--- config.mk ---
export PLATFORM = sky130hd
export DESIGN_NAME = io_mmio_ctrl_flat
export DESIGN_NICKNAME = d
export VERILOG_FILES = /design/src/rtl/io_mmio_pkg.sv /design/src/rtl/io_mmio_ctrl_if.sv /design/src/rtl/io_sync_fifo.sv /design/src/rtl/io_mmio_ctrl.sv /design/src/flat_wrapper.sv
export SDC_FILE = /design/constraint.sdc
export NUM_CORES = 1
export LEC_CHECK = 0
export CAP_MARGIN = 40
export CORE_MARGIN = 5
export CORE_UTILIZATION = 25
export CTS_CLUSTER_SIZE = 8
export DETAILED_ROUTE_END_ITERATION = 10
export PLACE_DENSITY = 0.44
export SLEW_MARGIN = 20
export SYNTH_ARGS = -nofsm -noshare
export SYNTH_HDL_FRONTEND = slang
export SYNTH_HIERARCHICAL = 1
export SYNTH_SLANG_ARGS = --single-unit
--- constraint.sdc ---
create_clock -name clk -period 2.9 [get_ports clk]
set_clock_uncertainty 0.1 [all_clocks]
set_input_delay 0.29 -clock clk [delete_from_list [all_inputs] [get_ports clk]]
set_output_delay 0.29 -clock clk [all_outputs]
set_load 0.05 [all_outputs]
--- src/rtl/io_mmio_pkg.sv ---
// Shared definitions for the memory-mapped I/O controller: region nibble,
// register offsets, TX state encoding and the status-word packer.
package io_mmio_pkg;

  // Upper address nibble of the I/O region (decoded by the core, not here)
  localparam logic [3:0] IO_REGION  = 4'h8;

  // Register offsets within the region (addr[7:0])
  localparam logic [7:0] IO_STATUS  = 8'h00;
  localparam logic [7:0] IO_RX      = 8'h04;
  localparam logic [7:0] IO_TX      = 8'h08;
  localparam logic [7:0] IO_CYC     = 8'h10;
  localparam logic [7:0] IO_INST    = 8'h14;
  localparam logic [7:0] IO_CNT_RST = 8'h18;

  // TX holding-register state: idle (can accept a store) or pending handshake
  typedef enum logic {
    TX_IDLE = 1'b0,
    TX_PEND = 1'b1
  } tx_state_e;

  // Status register layout: {30'b0, rx_avail, tx_ready}
  function automatic logic [31:0] status_word(input logic rx_avail, input logic tx_ready);
    return {30'b0, rx_avail, tx_ready};
  endfunction

endpackage

--- src/rtl/io_mmio_ctrl_if.sv ---
// Bus bundle between the core load/store stage, the UART ports and the
// I/O controller. The master side is the core/UART environment, the slave
// side is io_mmio_ctrl.
interface io_mmio_ctrl_if;

  // CPU load/store side
  logic [31:0] io_addr;
  logic [31:0] io_wdata;
  logic        io_we;
  logic        io_re;
  logic [31:0] io_rdata;
  logic        inst_retire;

  // uart_receiver side
  logic [7:0]  uart_rx_data_out;
  logic        uart_rx_data_out_valid;
  logic        uart_rx_data_out_ready;

  // uart_transmitter side
  logic [7:0]  uart_tx_data_in;
  logic        uart_tx_data_in_valid;
  logic        uart_tx_data_in_ready;

  modport master (
    output io_addr, io_wdata, io_we, io_re, inst_retire,
    output uart_rx_data_out, uart_rx_data_out_valid, uart_tx_data_in_ready,
    input  io_rdata, uart_rx_data_out_ready, uart_tx_data_in, uart_tx_data_in_valid
  );

  modport slave (
    input  io_addr, io_wdata, io_we, io_re, inst_retire,
    input  uart_rx_data_out, uart_rx_data_out_valid, uart_tx_data_in_ready,
    output io_rdata, uart_rx_data_out_ready, uart_tx_data_in, uart_tx_data_in_valid
  );

endinterface

--- src/rtl/io_sync_fifo.sv ---
// Single-clock FIFO with registered read/write pointers and occupancy count.
// Push is ignored when full and pop is ignored when empty; a simultaneous
// push and pop leaves the count unchanged. DEPTH must be a power of two so
// the pointers wrap naturally.
module io_sync_fifo #(
  parameter int WIDTH = 8,
  parameter int DEPTH = 4
) (
  input  logic                       clk,
  input  logic                       rst,
  input  logic                       i_push,
  input  logic [WIDTH-1:0]           i_data,
  input  logic                       i_pop,
  output logic [WIDTH-1:0]           o_data,
  output logic                       o_full,
  output logic                       o_empty,
  output logic [$clog2(DEPTH):0]     o_count
);

  localparam int AW = $clog2(DEPTH);

  logic [WIDTH-1:0] r_mem [DEPTH];
  logic [AW-1:0]    r_wr_ptr;
  logic [AW-1:0]    r_rd_ptr;
  logic [AW:0]      r_count;

  logic w_do_push;
  logic w_do_pop;

  assign o_full    = (r_count == (AW+1)'(DEPTH));
  assign o_empty   = (r_count == '0);
  assign o_count   = r_count;
  assign o_data    = r_mem[r_rd_ptr];

  assign w_do_push = i_push && !o_full;
  assign w_do_pop  = i_pop && !o_empty;

  // Storage write; contents need no reset since the pointers define validity
  always_ff @(posedge clk) begin
    if (w_do_push) begin
      r_mem[r_wr_ptr] <= i_data;
    end
  end

  // Pointer and occupancy bookkeeping
  always_ff @(posedge clk or posedge rst) begin
    if (rst) begin
      r_wr_ptr <= '0;
      r_rd_ptr <= '0;
      r_count  <= '0;
    end else begin
      if (w_do_push) begin
        r_wr_ptr <= r_wr_ptr + AW'(1);
      end
      if (w_do_pop) begin
        r_rd_ptr <= r_rd_ptr + AW'(1);
      end
      case ({w_do_push, w_do_pop})
        2'b10:   r_count <= r_count + (AW+1)'(1);
        2'b01:   r_count <= r_count - (AW+1)'(1);
        default: r_count <= r_count;
      endcase
    end
  end

endmodule

--- src/rtl/io_mmio_ctrl.sv ---
// Memory-mapped I/O controller: decodes addr[7:0] of the I/O region,
// buffers UART RX bytes in a small FIFO, holds one pending TX byte until the
// transmitter accepts it, and provides cycle / retired-instruction counters.
// Loads return registered data one cycle after io_re, like dmem/bios_mem.
module io_mmio_ctrl
  import io_mmio_pkg::*;
#(
  parameter int RX_FIFO_DEPTH = 4
) (
  input  logic         clk,
  input  logic         rst,
  io_mmio_ctrl_if.slave bus
);

  localparam int CNT_W = $clog2(RX_FIFO_DEPTH) + 1;

  // Address decode
  logic [7:0]       w_off;
  logic             w_wr_tx;
  logic             w_wr_cnt_rst;
  logic             w_rd_rx;

  // RX FIFO
  logic             w_fifo_push;
  logic             w_fifo_pop;
  logic [7:0]       w_fifo_head;
  logic             w_fifo_full;
  logic             w_fifo_empty;
  logic [CNT_W-1:0] w_fifo_count;

  // TX holding register
  tx_state_e        r_tx_state;
  tx_state_e        w_tx_state_next;
  logic             w_tx_load;
  logic [7:0]       r_tx_data;
  logic             w_tx_ready;

  // Counters and read path
  logic [31:0]      r_cycle_cnt;
  logic [31:0]      r_inst_cnt;
  logic [31:0]      r_rdata;
  logic [31:0]      w_rdata_next;

  // Upper address/data bits and the FIFO count are not needed here; the core
  // gates the region and only the low data byte goes to the transmitter.
  logic             w_unused;
  assign w_unused = ^{bus.io_addr[31:8], bus.io_wdata[31:8], w_fifo_count};

  assign w_off        = bus.io_addr[7:0];
  assign w_wr_tx      = bus.io_we && (w_off == IO_TX);
  assign w_wr_cnt_rst = bus.io_we && (w_off == IO_CNT_RST);
  assign w_rd_rx      = bus.io_re && (w_off == IO_RX);

  // A receiver byte is taken whenever there is room; a pop only happens when
  // a load of the RX register finds data.
  assign w_fifo_push  = bus.uart_rx_data_out_valid && !w_fifo_full;
  assign w_fifo_pop   = w_rd_rx && !w_fifo_empty;

  io_sync_fifo #(
    .WIDTH (8),
    .DEPTH (RX_FIFO_DEPTH)
  ) u_rx_fifo (
    .clk     (clk),
    .rst     (rst),
    .i_push  (w_fifo_push),
    .i_data  (bus.uart_rx_data_out),
    .i_pop   (w_fifo_pop),
    .o_data  (w_fifo_head),
    .o_full  (w_fifo_full),
    .o_empty (w_fifo_empty),
    .o_count (w_fifo_count)
  );

  assign bus.uart_rx_data_out_ready = !w_fifo_full;

  // TX state register
  always_ff @(posedge clk or posedge rst) begin
    if (rst) begin
      r_tx_state <= TX_IDLE;
    end else begin
      r_tx_state <= w_tx_state_next;
    end
  end

  // TX next state: accept a store only when idle, release after handshake
  always_comb begin
    w_tx_state_next = r_tx_state;
    w_tx_load       = 1'b0;
    case (r_tx_state)
      TX_IDLE: begin
        if (w_wr_tx) begin
          w_tx_state_next = TX_PEND;
          w_tx_load       = 1'b1;
        end
      end
      TX_PEND: begin
        if (bus.uart_tx_data_in_ready) begin
          w_tx_state_next = TX_IDLE;
        end
      end
      default: w_tx_state_next = TX_IDLE;
    endcase
  end

  // TX data byte: captured on an accepted store, otherwise held
  always_ff @(posedge clk or posedge rst) begin
    if (rst) begin
      r_tx_data <= '0;
    end else if (w_tx_load) begin
      r_tx_data <= bus.io_wdata[7:0];
    end
  end

  assign w_tx_ready                = (r_tx_state == TX_IDLE);
  assign bus.uart_tx_data_in       = r_tx_data;
  assign bus.uart_tx_data_in_valid = (r_tx_state == TX_PEND);

  // Free-running counters; a counter-reset store wins over the increment
  always_ff @(posedge clk or posedge rst) begin
    if (rst) begin
      r_cycle_cnt <= '0;
      r_inst_cnt  <= '0;
    end else if (w_wr_cnt_rst) begin
      r_cycle_cnt <= '0;
      r_inst_cnt  <= '0;
    end else begin
      r_cycle_cnt <= r_cycle_cnt + 32'd1;
      r_inst_cnt  <= r_inst_cnt + {31'b0, bus.inst_retire};
    end
  end

  // Load data mux; all sources are pre-update values of this cycle
  always_comb begin
    w_rdata_next = '0;
    case (w_off)
      IO_STATUS: w_rdata_next = status_word(!w_fifo_empty, w_tx_ready);
      IO_RX:     w_rdata_next = w_fifo_empty ? 32'd0 : {24'b0, w_fifo_head};
      IO_CYC:    w_rdata_next = r_cycle_cnt;
      IO_INST:   w_rdata_next = r_inst_cnt;
      default:   w_rdata_next = '0;
    endcase
  end

  // Registered load data, held until the next load
  always_ff @(posedge clk or posedge rst) begin
    if (rst) begin
      r_rdata <= '0;
    end else if (bus.io_re) begin
      r_rdata <= w_rdata_next;
    end
  end

  assign bus.io_rdata = r_rdata;

endmodule

--- src/flat_wrapper.sv ---
// flat-port wrapper written by rule: the top's interface ports become plain ports
module io_mmio_ctrl_flat import io_mmio_pkg::*;
#(
  parameter int RX_FIFO_DEPTH = 4
)
  (clk, rst, bus_io_addr, bus_io_wdata, bus_io_we, bus_io_re, bus_inst_retire, bus_uart_rx_data_out, bus_uart_rx_data_out_valid, bus_uart_tx_data_in_ready, bus_io_rdata, bus_uart_rx_data_out_ready, bus_uart_tx_data_in, bus_uart_tx_data_in_valid);
  io_mmio_ctrl_if bus_i ();
  input  logic clk;
  input  logic rst;
  input wire logic [$bits(bus_i.io_addr)-1:0] bus_io_addr;
  input wire logic [$bits(bus_i.io_wdata)-1:0] bus_io_wdata;
  input wire logic [$bits(bus_i.io_we)-1:0] bus_io_we;
  input wire logic [$bits(bus_i.io_re)-1:0] bus_io_re;
  input wire logic [$bits(bus_i.inst_retire)-1:0] bus_inst_retire;
  input wire logic [$bits(bus_i.uart_rx_data_out)-1:0] bus_uart_rx_data_out;
  input wire logic [$bits(bus_i.uart_rx_data_out_valid)-1:0] bus_uart_rx_data_out_valid;
  input wire logic [$bits(bus_i.uart_tx_data_in_ready)-1:0] bus_uart_tx_data_in_ready;
  output wire logic [$bits(bus_i.io_rdata)-1:0] bus_io_rdata;
  output wire logic [$bits(bus_i.uart_rx_data_out_ready)-1:0] bus_uart_rx_data_out_ready;
  output wire logic [$bits(bus_i.uart_tx_data_in)-1:0] bus_uart_tx_data_in;
  output wire logic [$bits(bus_i.uart_tx_data_in_valid)-1:0] bus_uart_tx_data_in_valid;
  assign bus_i.io_addr = bus_io_addr;
  assign bus_i.io_wdata = bus_io_wdata;
  assign bus_i.io_we = bus_io_we;
  assign bus_i.io_re = bus_io_re;
  assign bus_i.inst_retire = bus_inst_retire;
  assign bus_i.uart_rx_data_out = bus_uart_rx_data_out;
  assign bus_i.uart_rx_data_out_valid = bus_uart_rx_data_out_valid;
  assign bus_i.uart_tx_data_in_ready = bus_uart_tx_data_in_ready;
  assign bus_io_rdata = bus_i.io_rdata;
  assign bus_uart_rx_data_out_ready = bus_i.uart_rx_data_out_ready;
  assign bus_uart_tx_data_in = bus_i.uart_tx_data_in;
  assign bus_uart_tx_data_in_valid = bus_i.uart_tx_data_in_valid;
  io_mmio_ctrl #(.RX_FIFO_DEPTH(RX_FIFO_DEPTH)) u_core (.clk(clk), .rst(rst), .bus(bus_i));
endmodule
# [After elaboration in Yosys (flattened, before gate mapping)]
# Memories as Yosys holds them, arrays and structs flattened.
# Index checks and enable logic that the tools add are counted.
[classes] add_sub_neg=6 n_eq_ne=8 muxes=11 bitwise_logic=1 reduce_logical=12
[op_table] operator="32-bit case mux with 4 select lines" n=1
[op_table] operator="32-bit 2-to-1 mux" n=2
[op_table] operator="32-bit by 1-bit adder with 32-bit output" n=1
[op_table] operator="32-bit by 1-bit adder with 32-bit output (second input constant)" n=1
[op_table] operator="8-bit by 5-bit == test with 1-bit output (second input constant)" n=3
[op_table] operator="8-bit by 3-bit == test with 1-bit output (second input constant)" n=1
[op_table] operator="8-bit by 4-bit == test with 1-bit output (second input constant)" n=1
[op_table] operator="8-bit logical NOT" n=1
[op_table] operator="8-bit 2-to-1 mux" n=1
[op_table] operator="1-bit logical AND" n=7
[op_table] operator="3-bit case mux with 2 select lines" n=1
[op_table] operator="1-bit 2-to-1 mux" n=5
[op_table] operator="2-bit by 1-bit adder with 2-bit output (second input constant)" n=2
[op_table] operator="3-bit by 1-bit adder with 3-bit output (second input constant)" n=1
[op_table] operator="3-bit == test (second input constant)" n=1
[op_table] operator="3-bit logical NOT" n=1
[op_table] operator="3-bit by 1-bit subtractor with 3-bit output (second input constant)" n=1
[op_table] operator="2-bit by 1-bit == test with 1-bit output (second input constant)" n=1
[op_table] operator="2-bit == test (second input constant)" n=1
[op_table] operator="1-bit logical NOT" n=2
[op_table] operator="1-bit case mux with 2 select lines" n=1
[op_table] operator="2-bit nonzero test" n=1
[op_table] operator="1-bit NOT" n=1
[totals] reg_bits=112 mem_bits_rw=32 in_bits=79 output_inout_bits=42 mem_count=1
[mem_list] memory="u_core.u_rx_fifo.r_mem" words=4 width=8 rd=1 rd_ports_with_merged_regs=0 wr=1 line="io_sync_fifo.sv:22" rtl="logic [WIDTH-1:0] r_mem [DEPTH];"

# [Logic depth before layout (Yosys ltp)]
# Gate-level depths: netlist of run 1.
[depth] ltp_word=6 depth_mapped=10

# [Hierarchy]
# Netlist of run 1, hierarchy kept.
[modules_own_cells] module="io_mmio_ctrl" n_inst=1 cells_per_inst=541 area_per_inst_um2=5350.1
[modules_own_cells] module="io_sync_fifo" n_inst=1 cells_per_inst=80 area_per_inst_um2=1596.5

# [Least setup slack after synthesis of run 1]
# Ideal clock, no wire load.
[synth_path] path_type="input -> register" startpoint="input port bus_io_addr[1]" endpoint="register u_core.u_rx_fifo.r_count[2], in the netlist u_core/u_rx_fifo/o_count[2]" t_arrival_ns=2.327 t_required_ns=2.721 setup_slack_ns=0.394 cell_stages=10 cell_sequence="nor4_1 > and3_1 > and4b_1 > o31a_2 > ha_1 > inv_1 > fa_1 > xor2_1 > nor2_1 > xor2_1"
[synth_between] elab_chain_len=6
[synth_rtl] element="start, declared" line="flat_wrapper.sv:10" rtl="input wire logic [$bits(bus_i.io_addr)-1:0] bus_io_addr;"
[synth_rtl] element="8-bit by 3-bit == test with 1-bit output (*)" line="io_mmio_ctrl.sv:52" rtl="assign w_rd_rx = bus.io_re && (w_off == IO_RX);"
[synth_rtl] element="1-bit logical AND (*)" line="io_mmio_ctrl.sv:52"
[synth_rtl] element="1-bit logical AND (*)" line="io_mmio_ctrl.sv:57" rtl="assign w_fifo_pop = w_rd_rx && !w_fifo_empty;"
[synth_rtl] element="net u_core.w_fifo_pop" line="io_mmio_ctrl.sv:25" rtl="logic w_fifo_pop;"
[synth_rtl] element="1-bit logical AND (*)" line="io_sync_fifo.sv:36" rtl="assign w_do_pop = i_pop && !o_empty;"
[synth_rtl] element="net u_core.u_rx_fifo.w_do_pop" line="io_sync_fifo.sv:28" rtl="logic w_do_pop;"
[synth_rtl] element="2-bit by 1-bit == test with 1-bit output / 2-bit == test (equally long branches)" line="io_sync_fifo.sv:58" rtl="case ({w_do_push, w_do_pop})"
[synth_rtl] element="3-bit case mux with 2 select lines / 2-bit nonzero test (equally long branches)"
[synth_rtl] element="end signal, assigned" line="io_sync_fifo.sv:59" rtl="2'b10: r_count <= r_count + (AW+1)'(1);"
[synth_rtl] element="end signal, assigned" line="io_sync_fifo.sv:60" rtl="2'b01: r_count <= r_count - (AW+1)'(1);"
[synth_rtl] element="end signal, assigned" line="io_sync_fifo.sv:61" rtl="default: r_count <= r_count;"
[synth_rtl] element="end, declared" line="io_sync_fifo.sv:25" rtl="logic [AW:0] r_count;"
# Mark *: on every way through the listed nets, which the timed path passes. The rest lies on a longest branch.
# A chain may end at the register's enable or synchronous reset.

# [Worst setup path in the final report of run 1]
# Same ends and word-level chain as after synthesis.

==> parameters.txt, run 1 <==
Parameter                              Value

Global routing
  First-pass GRT wire length ... 28300 µm
  Number of antenna violations at the first check in global routing ... 0
  Maximum number of pins on one net before global-route repair ... 106
  Global-route met2 utilization ... 0.193
  Busiest layer in global routing ... met2
  Total overflow reported by the global router ... 0
  Met1 demand-to-capacity share in global routing ... 0.147
  Via count of the first global-routing pass ... 5243
  GR Util All Layers ... 0.114
  M3 GR Usage ... 0.0256

Clock network
  CTS H-Tree Depth ... 4
  CTS hold repair buffers ... 0
  CTS tree ... yes
  Worst-skew pair later-pin latency ... 420 ps
  Post-cts repair resize count ... 0
  Post-CTS Repair Setup Buffers ... 0
  Number of buffers created by CTS ... 17
  Max Buffers Root-to-Sink ... 2
  Clock tree root buffer cell ... clkbuf_16
  Clock net sink count ... 144
  Clock transition at the registers of the reported paths ... 60 ps

Yosys
  Yosys top cell area share ... 0.403
  Synthesized instance count ... 621
  Avg Cell Area, Syn ... 11.2 µm²
  Count of cell types in the netlist ... 47
  Area fraction in compound gates after synthesis ... 0.0983
  Part of the Yosys area used for sequential elements ... 0.542
  Dominant cell type by area after synthesis ... dfrtp_1
  Post-synth EDFFs ... 32
  Post-synthesis instance area ... 0.00695 mm²
  Fraction of synthesized cell area in xor and xnor cells ... 0.0315
  Main area contributors after synthesis ... dfrtp_1, edfxtp_1, mux2i_1
  Fraction of synthesized area in multiplexers ... 0.0983
  Most used flip-flop cell after synthesis ... dfrtp_1
  Share of async-settable or async-resettable flops after synthesis ... 0.778
  Simple logic cell fraction of the synthesized area ... 0.165
  Count of synthesis-stage warnings from yosys ... 6
  Synthesis-stage register bit count ... 144
  Largest family of logic cells by synthesized area ... simple AND/OR/NAND/NOR gates
  Synth Area in Adders ... 0.0173
  Post-synthesis net count ... 709

Die
  Core Region ... 0.0276 mm²
  Initial Util ... 0.251
  Ports ... 121
  Number of rows in the core area ... 61
  Die H ... 177 µm
  Area of the die ... 0.0312 mm²
  Die span in x ... 177 µm

Timing
  Final Hold Violating Endpoints ... 0
  Final-report max-slew violation count ... 0
  Hold WS ... 105 ps
  Least setup slack across all paths after layout ... 369 ps
  Achievable frequency ... 395 MHz
  Total Negative Setup Slacks ... 0 ps
  Worst-case headroom to the max-slew limit ... 0.548
  Slew of the pin with the lowest slew margin ... 679 ps
  Time the final worst path needs with I/O delays and setup ... 2530 ps
  Total of endpoints with negative setup slack in the final report ... 0
  RSZ-0062 raised after global routing ... no
  Final cycle utilization of the critical path ... 0.873

Hold path
  Path class of the lowest-slack min-delay path ... primary input to asynchronous set/reset pin

Finish
  Leading cell type in the layout, fill and taps excluded ... dfrtp_1
  Commonest cells after routing, fill and taps aside ... dfrtp_1, clkdlybuf4s50_1, inv_1
  Final instance area ... 0.00870 mm²
  Filler cell count in the final layout ... 2867
  Inserted Diodes ... 0
  Layout overhead on the synthesized area ... 25.3%
  Proportion of layout cells with a drive suffix above 1 ... 0.115
  Final nets ... 779

Setup path
  Worst path required time ... 3140 ps
  Startpoint kind of the worst setup timing path ... primary input
  Kind of end point of the critical path ... register
  Endpoint of the worst setup timing path ... u_core/u_rx_fifo/o_count[2]
  Number of cells on the worst reg-to-reg path ... 4
  CP startpoint ... bus_io_addr[1]
  Worst reg2reg endpoint ... u_core/r_inst_cnt[29]
  Startpoint-to-endpoint class of the critical path ... primary input to register
  Worst reg2reg setup slack ... 460 ps
  Worst-path maximum fanout ... 5
  Reg2reg start ... u_core/r_inst_cnt[7]
  Critical Path AT ... 2770 ps

Pwr
  Worst voltage drop across the vdd grid ... 0.414 mV
  Sw power ... 1610 µW
  Comb power frac ... 0.148
  Internal power contribution ... 4000 µW
  Net switching share of the total power ... 0.286
  Portion of total power attributed to sequential cells ... 0.463
  Total power of the final layout ... 5610 µW
  Power per standard cell area ... 645 mW/mm²
  Share of power burned in the clock network ... 0.389
  Lkg Pwr ... 0.00334 µW

Flow run
  Maxcap violations ... 0

Placement
  Half-perimeter wire length after detailed placement ... 11900 µm
  Final estimated routing congestion in global placement ... 0.783
  Worst slack at placement ... -75.6 ps
  Port buffer count ... 72
  Post-Place Cell Area ... 0.00812 mm²

Status
  Outcome ... complete, no violations

Detailed routing
  WL/cell ... 15.9 µm
  Final routed DRC violation total ... 0
  Via count ... 5035
  Via density ... 4.65
  Post-route ant nets ... 0
  Initial DRT Pass Iterations ... 5
  Sum of routed wire length over all layers ... 17200 µm
  Iteration-0 DRC count of the detailed router ... 220
## critical path, cell delays in order
cell	delay [ps]
clkdlybuf4s50_1	400
nor4_1	330
buf_4	200
and3_1	190
and4b_1	210
o31a_2	160
ha_1	160
inv_1	60
fa_1	370
xor2_1	150
nor2_1	110
xor2_1	150
## power groups by stage
stage               clock (µW)  sequential (µW)  combinational (µW)
finish                    2180             2600                 831
detailed placement           0             2640                 851
global route              2370             2630                 948
global placement             0             2620                 814
CTS                       2260             2600                 855
floorplan                    0             2580                 591
## cells by family after synthesis
family                   after synthesis
flip-flops                           144
adder cells (fa/ha/maj)                9
buffers and inverters                 84
AND/OR/NAND/NOR                      193
XOR/XNOR                              25
multiplexers                          56
AO/OA/AOI/OAI                        110
## layout make-up
type	instances	area, µm²	share of cell area
multi-input combinational	393	2850	0.327
sequential	144	3760	0.432
tap	378	473	0.0543
clock inverter	15	159	0.0183
inverter	49	188	0.0216
clock buffer	17	425	0.0489
timing repair buffer	86	846	0.0972
## state kept, by name, summed over array words and instances (netlist names)
register and cells:
u_core/bus.io_rdata 32, u_core/r_cycle_cnt 32, u_core/r_inst_cnt 32, u_core/u_rx_fifo/r_mem 32, u_core/bus.uart_tx_data_in 8, u_core/u_rx_fifo/o_count 3, u_core/u_rx_fifo/r_rd_ptr 2, u_core/u_rx_fifo/r_wr_ptr 2
u_core/bus.uart_tx_data_in_valid 1
## per-layer routing
layer  share of wire  vias up  wire length (µm)
met1            0.46     2507              7910
met3           0.034       15               579
met2            0.49       85              8520
li1                -     2428                 -
met5               0        -                 0
met4           0.013        0               216
## synth_stat cells (all sizes together) (14+ instances only)
cell type and instances:
dfrtp 112, inv 49, a21oi 36, mux2i 33, nand2 33, edfxtp 32
or4 28, clkbuf 25, o22ai 25, nand3 23, o31ai 23, nor2 21
nand4 16, o21ai 16, mux2 15, or3 14
## worst min path at each step
stage                                             start                             to
final                                               rst   u_core/u_rx_fifo/r_wr_ptr[1]
after global routing                                rst   u_core/u_rx_fifo/r_wr_ptr[1]
after CTS                                           rst   u_core/u_rx_fifo/r_wr_ptr[0]
after detailed placement  u_core/bus.uart_tx_data_in[4]  u_core/bus.uart_tx_data_in[4]
after global placement    u_core/bus.uart_tx_data_in[4]  u_core/bus.uart_tx_data_in[4]
after floorplan                                     rst    u_core/u_rx_fifo/o_count[0]
## stage by stage
| stage | cells | util |
|---|---|---|
| 2_1_floorplan | 621 | - |
| 3_3_place_gp | 1050 | 0.294 |
| 3_5_place_dp | 1050 | 0.294 |
| 4_1_cts | 1082 | 0.315 |
| 5_1_grt | 1082 | 0.315 |
| 6_report | 1082 | 0.315 |
(Power assumes the default switching activity.)
==> run 2, diff against run 1 <==
- CORE_ASPECT_RATIO: default -> 2
- CTS_CLUSTER_DIAMETER: default -> 60
==> run 2 against run 1 <==
Compared with the run above:
- non-clock buffer count is 3 higher
- clock-buffer cell count rose by 1
- die area grew 0.65%
- sequential share of layout area up 0.056 points
==> parameters.txt, run 2 (same netlist as run 1, synthesis figures left out) <==
Parameter                              Value

Clock network
  Post-CTS Repair Setup Buffers ... 0
  Number of buffers created by CTS ... 17
  Clock net sink count ... 144
  Post-cts repair resize count ... 0
  Max Buffers Root-to-Sink ... 2
  Clock tree root buffer cell ... clkbuf_16
  Clock transition at the registers of the reported paths ... 60 ps
  Worst-skew pair later-pin latency ... 440 ps
  CTS H-Tree Depth ... 4
  CTS tree ... yes
  CTS hold repair buffers ... 0

Timing
  Final Hold Violating Endpoints ... 0
  Time the final worst path needs with I/O delays and setup ... 2470 ps
  Least setup slack across all paths after layout ... 431 ps
  Final cycle utilization of the critical path ... 0.852
  RSZ-0062 raised after global routing ... no
  Worst-case headroom to the max-slew limit ... 0.519
  Achievable frequency ... 405 MHz
  Total Negative Setup Slacks ... 0 ps
  Total of endpoints with negative setup slack in the final report ... 0
  Final-report max-slew violation count ... 0
  Slew of the pin with the lowest slew margin ... 722 ps

Global routing
  Met1 demand-to-capacity share in global routing ... 0.123
  First-pass GRT wire length ... 30100 µm
  GR Util All Layers ... 0.125
  Number of antenna violations at the first check in global routing ... 0
  Via count of the first global-routing pass ... 5466
  Total overflow reported by the global router ... 0
  Global-route met2 utilization ... 0.246
  Maximum number of pins on one net before global-route repair ... 60
  Busiest layer in global routing ... met2
  M3 GR Usage ... 0.0326

Detailed routing
  Final routed DRC violation total ... 0
  Via count ... 5152
  WL/cell ... 17.9 µm
  Sum of routed wire length over all layers ... 18900 µm
  Post-route ant nets ... 0
  Initial DRT Pass Iterations ... 4
  Iteration-0 DRC count of the detailed router ... 216
  Via density ... 4.86

Die
  Die H ... 246 µm
  Area of the die ... 0.0314 mm²
  Number of rows in the core area ... 86
  Core Region ... 0.0275 mm²
  Ports ... 121
  Initial Util ... 0.252
  Die span in x ... 128 µm

Pwr
  Total power of the final layout ... 5610 µW
  Worst voltage drop across the vdd grid ... 0.497 mV
  Lkg Pwr ... 0.00335 µW
  Power per standard cell area ... 645 mW/mm²

Setup path
  Worst reg2reg endpoint ... u_core/r_inst_cnt[25]
  Kind of end point of the critical path ... register
  Most used cell, CP ... xor2_1
  Startpoint-to-endpoint class of the critical path ... primary input to register
  Number of buffers and inverters on the critical path ... 3
  Critical Path AT ... 2720 ps
  Worst path required time ... 3150 ps
  Cell family contributing the most delay on the critical path ... simple AND/OR/NAND/NOR gates
  Maximum cell stage delay along the critical path ... 400 ps
  Number of cells on the worst reg-to-reg path ... 4
  Startpoint kind of the worst setup timing path ... primary input
  Worst-path maximum fanout ... 2
  Reg2reg start ... u_core/r_inst_cnt[7]
  Worst reg2reg setup slack ... 440 ps
  Slowest-stage cell, CP ... clkdlybuf4s50_1
  Cell Chain, Critical Path ... clkdlybuf4s50_1 -> nor4_1 -> buf_4 -> and3_1 -> and4b_1 -> o31a_2 -> ha_1 -> inv_1 -> fa_1 -> xor2_1 -> nor2_1 -> xor2_1

Finish
  Filler cell count in the final layout ... 2861
  Leading cell type in the layout, fill and taps excluded ... dfrtp_1
  Inserted Diodes ... 0
  Layout overhead on the synthesized area ... 25.1%
  Final instance area ... 0.00869 mm²
  Commonest cells after routing, fill and taps aside ... dfrtp_1, clkdlybuf4s50_1, inv_1
  Final nets ... 782
  Proportion of layout cells with a drive suffix above 1 ... 0.115

Status
  Outcome ... complete, no violations

Placement
  Final estimated routing congestion in global placement ... 0.758
  Port buffer count ... 72
  Half-perimeter wire length after detailed placement ... 13800 µm
  Post-Place Cell Area ... 0.00812 mm²
  Worst slack at placement ... -9.95 ps

Flow run
  Maxcap violations ... 0

Hold path
  Path class of the lowest-slack min-delay path ... primary input to asynchronous set/reset pin
-- run 2: power by group --
group	internal, µW	total (µW)	switching [µW]	leakage, µW
clock network	1260	2150	891	0.000265
registers	2340	2620	279	0.00180
logic	387	836	448	0.00129
-- run 2: worst max-delay path by stage --
stage	start	to	slack [ps]	cells after the start
2_1_floorplan	bus_io_addr[1]	u_core/u_rx_fifo/o_count[2]	390	10
3_3_place_gp	bus_io_addr[1]	u_core/u_rx_fifo/o_count[2]	20	12
3_5_place_dp	bus_io_addr[1]	u_core/u_rx_fifo/o_count[2]	-10	12
4_1_cts	bus_io_addr[1]	u_core/u_rx_fifo/o_count[2]	450	12
5_1_grt	bus_io_addr[1]	u_core/u_rx_fifo/o_count[2]	280	12
6_report	bus_io_addr[1]	u_core/u_rx_fifo/o_count[2]	430	12
-- run 2: through the flow --
step | util | hold WS, ps | std cells
after global placement | 0.295 | 392 | 1027
after global routing | 0.316 | 67.8 | 1059
after detailed placement | 0.295 | 402 | 1027
final | 0.316 | 67.9 | 1059
after CTS | 0.316 | 40.6 | 1059
after floorplan | - | -6.60 | 621
-- run 2: layout make-up --
class | instances | area (µm²) | area share
sequential | 144 | 3760 | 0.433
multi-input combinational | 393 | 2850 | 0.328
timing repair buffer | 89 | 881 | 0.101
tap | 352 | 440 | 0.0507
clock buffer | 18 | 429 | 0.0494
inverter | 49 | 188 | 0.0216
clock inverter | 14 | 141 | 0.0163
-- run 2: layer usage --
metal / up-vias / part of all wire
met5: - / 0
met2: 126 / 0.59
li1: 2430 / -
met1: 2576 / 0.36
met4: 0 / 0.016
met3: 20 / 0.037
==> RTL edit: new RTL, config.mk and constraints of run 2 <==
`RX_FIFO_DEPTH` is set to 4 in 2 places; all go to 8.
--- a/src/rtl/io_mmio_ctrl.sv
+++ b/src/rtl/io_mmio_ctrl.sv
@@ -5,7 +5,7 @@
 module io_mmio_ctrl
   import io_mmio_pkg::*;
 #(
-  parameter int RX_FIFO_DEPTH = 4
+  parameter int RX_FIFO_DEPTH = 8
 ) (
   input  logic         clk,
   input  logic         rst,
--- a/src/flat_wrapper.sv
+++ b/src/flat_wrapper.sv
@@ -1,7 +1,7 @@
 // flat-port wrapper written by rule: the top's interface ports become plain ports
 module io_mmio_ctrl_flat import io_mmio_pkg::*;
 #(
-  parameter int RX_FIFO_DEPTH = 4
+  parameter int RX_FIFO_DEPTH = 8
 )
   (clk, rst, bus_io_addr, bus_io_wdata, bus_io_we, bus_io_re, bus_inst_retire, bus_uart_rx_data_out, bus_uart_rx_data_out_valid, bus_uart_tx_data_in_ready, bus_io_rdata, bus_uart_rx_data_out_ready, bus_uart_tx_data_in, bus_uart_tx_data_in_valid);
   io_mmio_ctrl_if bus_i ();
Check against the original RTL: not equivalent (a bounded check fails within 10 cycles, from zero or initial values and one cycle with rst high).
==> RTL edit against run 2 <==
Critical path depth decreased by 7; power increased by 20%; cell count increased by 18%; area after synthesis increased by 22%; wire length increased by 21%; final area increased by 21%; sequential cell count increased by 35; setup slack got worse by 0.31 ns; critical path type is now flip-flop to output pin.
==> RTL edit: results (changes against run 2) <==
metric,value,unit,change
top area cells in the synthesized netlist,"dfrtp_1, edfxtp_1, mux4_1",,"was dfrtp_1, edfxtp_1, mux2i_1"
"wirelength, routed",22900,µm,was 18900 µm
Post-synth top flop,dfrtp_1,,unchanged
Synth top cells by count,"dfrtp_1, edfxtp_1, inv_1, a21oi_1, nand2_1",,"was dfrtp_1, inv_1, a21oi_1, mux2i_1, nand2_1"
total CTS buffers,17,,unchanged
syn nets,790,,was 709
Clock Tree Buf Depth,2,,unchanged
post-DP HPWL,16500,µm,was 13800 µm
Hold WC Path Type,primary input to asynchronous set/reset pin,,unchanged
"slowest stage delay, CP",0.69,ns,was 0.40 ns
vias in the first global route,6224,,was 5466
Synth Area per Inst,12.1,µm²,was 11.2 µm²
max FFs per register,64,,
sequential area share after synthesis,56.6,%,was 54.2%
most flop-heavy register,u_core/u_rx_fifo/r_mem,,
GRT Total Usage,12.4,%,was 12.5%
"Distinct cells, synth",50,,was 47
outcome,"finished, final reports clean",,unchanged
antenna cells,0,,unchanged
Final min period,2.78,ns,was 2.47 ns
H-tree Lvls,4,,unchanged
Clk Tree Root Cell,clkbuf_16,,unchanged
ys async rst share,64.2,%,was 77.8%
WL/cell,18.4,µm,was 17.9 µm
Detailed Routing Iterations Pass 1,4,,unchanged
largest net degree at the start of global routing,97,,was 60
"EDFF count, synth",64,,was 32
final hold vios,0,,unchanged
ratio of cells with drive above 1 in the final layout,14.3,%,was 11.5%
crit-path leading delay family,buffers and inverters,,was simple AND/OR/NAND/NOR gates
worst slew pin tran,0.685,ns,was 0.722 ns
Port Buffers,72,,unchanged
routability cong.,0.749,,was 0.758
peak fanout along the critical path,4,,was 2
Worst Path Arrival,2.39,ns,was 2.72 ns
Max VDD drop,0.456,mV,was 0.497 mV
CP max-delay cell,clkdlybuf4s50_1,,unchanged
Placed Instances,1211,,was 1027
first-pass GRT wire length,36300,µm,was 30100 µm
synth warn,6,,unchanged
Final #Nets,885,,was 782
# fillers,3390,,was 2861
worst skew pair latency,0.45,ns,
1st-iter DRT viols,297,,was 216
Pleak,3.99,nW,was 3.35 nW
vias per inst,4.78,,was 4.86
-- RTL edit: cell types whose count changed after synthesis, moves of 3 or more --
cell / before / now
dfrtp_1: 112 / 115
and2_2: 4 / 0
nor2_1: 21 / 27
mux4_1: 0 / 16
nand2_1: 33 / 38
nand3_1: 22 / 25
edfxtp_1: 32 / 64
mux2_2: 14 / 24
mux4_2: 8 / 0
-- RTL edit: area by class of cell --
| cell class | instances | share of cell area, % |
|---|---|---|
| Timing Repair Buffer | 115 | 10.1 |
| Clock buffer | 19 | 4.40 |
| Clock inverter | 13 | 1.36 |
| Multi-Input combinational cell | 435 | 31.8 |
| Sequential cell | 179 | 45.5 |
| Inverter | 49 | 1.78 |
| Tap cell | 436 | 5.17 |
-- RTL edit: cell families (layout without fill, tap and decap cells) --
family / after synthesis / in the layout / synth area share, %
and+or+nand+nor: 212 / 212 / 14.4
AOI/OAI and AO/OA: 116 / 116 / 8.63
DFF: 179 / 179 / 56.6
adders and majority gates: 9 / 9 / 1.42
muxes: 73 / 73 / 12.0
xor gates and xnor gates: 25 / 25 / 2.58
buffers and inverters: 88 / 196 / 4.41
-- RTL edit: final timing paths --
check / startpoint / endpoint / slack (ns) / depth (start not counted)
max in group asynchronous: rst / u_core/bus.uart_tx_data_in[0] / 1.83 / 3
min in group clk: bus_uart_tx_data_in_ready / u_core/bus.uart_tx_data_in_valid / 0.33 / 2
hold reg to reg: u_core/bus.uart_tx_data_in[5] / u_core/bus.uart_tx_data_in[5] / 0.41 / 1
setup reg to reg: u_core/u_rx_fifo/o_count[2] / u_core/u_rx_fifo/o_count[3] / 0.16 / 11
hold / removal: rst / u_core/bus.io_rdata[26] / 0.06 / 2
setup / recovery: u_core/u_rx_fifo/o_count[2] / bus_uart_rx_data_out_ready / 0.12 / 5
-- RTL edit: where the power goes --
part	leakage [nW]	switching (mW)	internal [mW]
sequential	2.12	0.268	2.94
combinational	1.57	0.591	0.529
clock	0.300	1.06	1.35
-- RTL edit: metrics by stage --
step                cell area [µm²]  util, %  power [mW]  setup slack, ns  hold slack (ns)
floorplan                      8500        -        3.90           0.0432           0.0302
global placement               9860     29.3        4.35           -0.298            0.388
detailed placement             9900     29.4        4.39           -0.332            0.394
CTS                           10500     31.3        6.85          0.00457           0.0432
global route                  10600     31.4        7.10           0.0154           0.0811
finish                        10600     31.4        6.74            0.121           0.0646
-- RTL edit: per-layer routing --
layer | track usage, % | vias up | part of all wire (%)
met5 | 0 | - | 0
met3 | 1.75 | 33 | 1.6
met4 | 5.39 | 0 | 2.8
li1 | - | 2830 | -
met1 | 12.3 | 3001 | 36
met2 | 24.6 | 89 | 60
-- RTL edit: timing repair --
action,4_1_cts,5_1_grt
pin swaps,2,4
gates resized for setup,0,5
buffers inserted,2,1
endpoints found under the setup margin,1,1
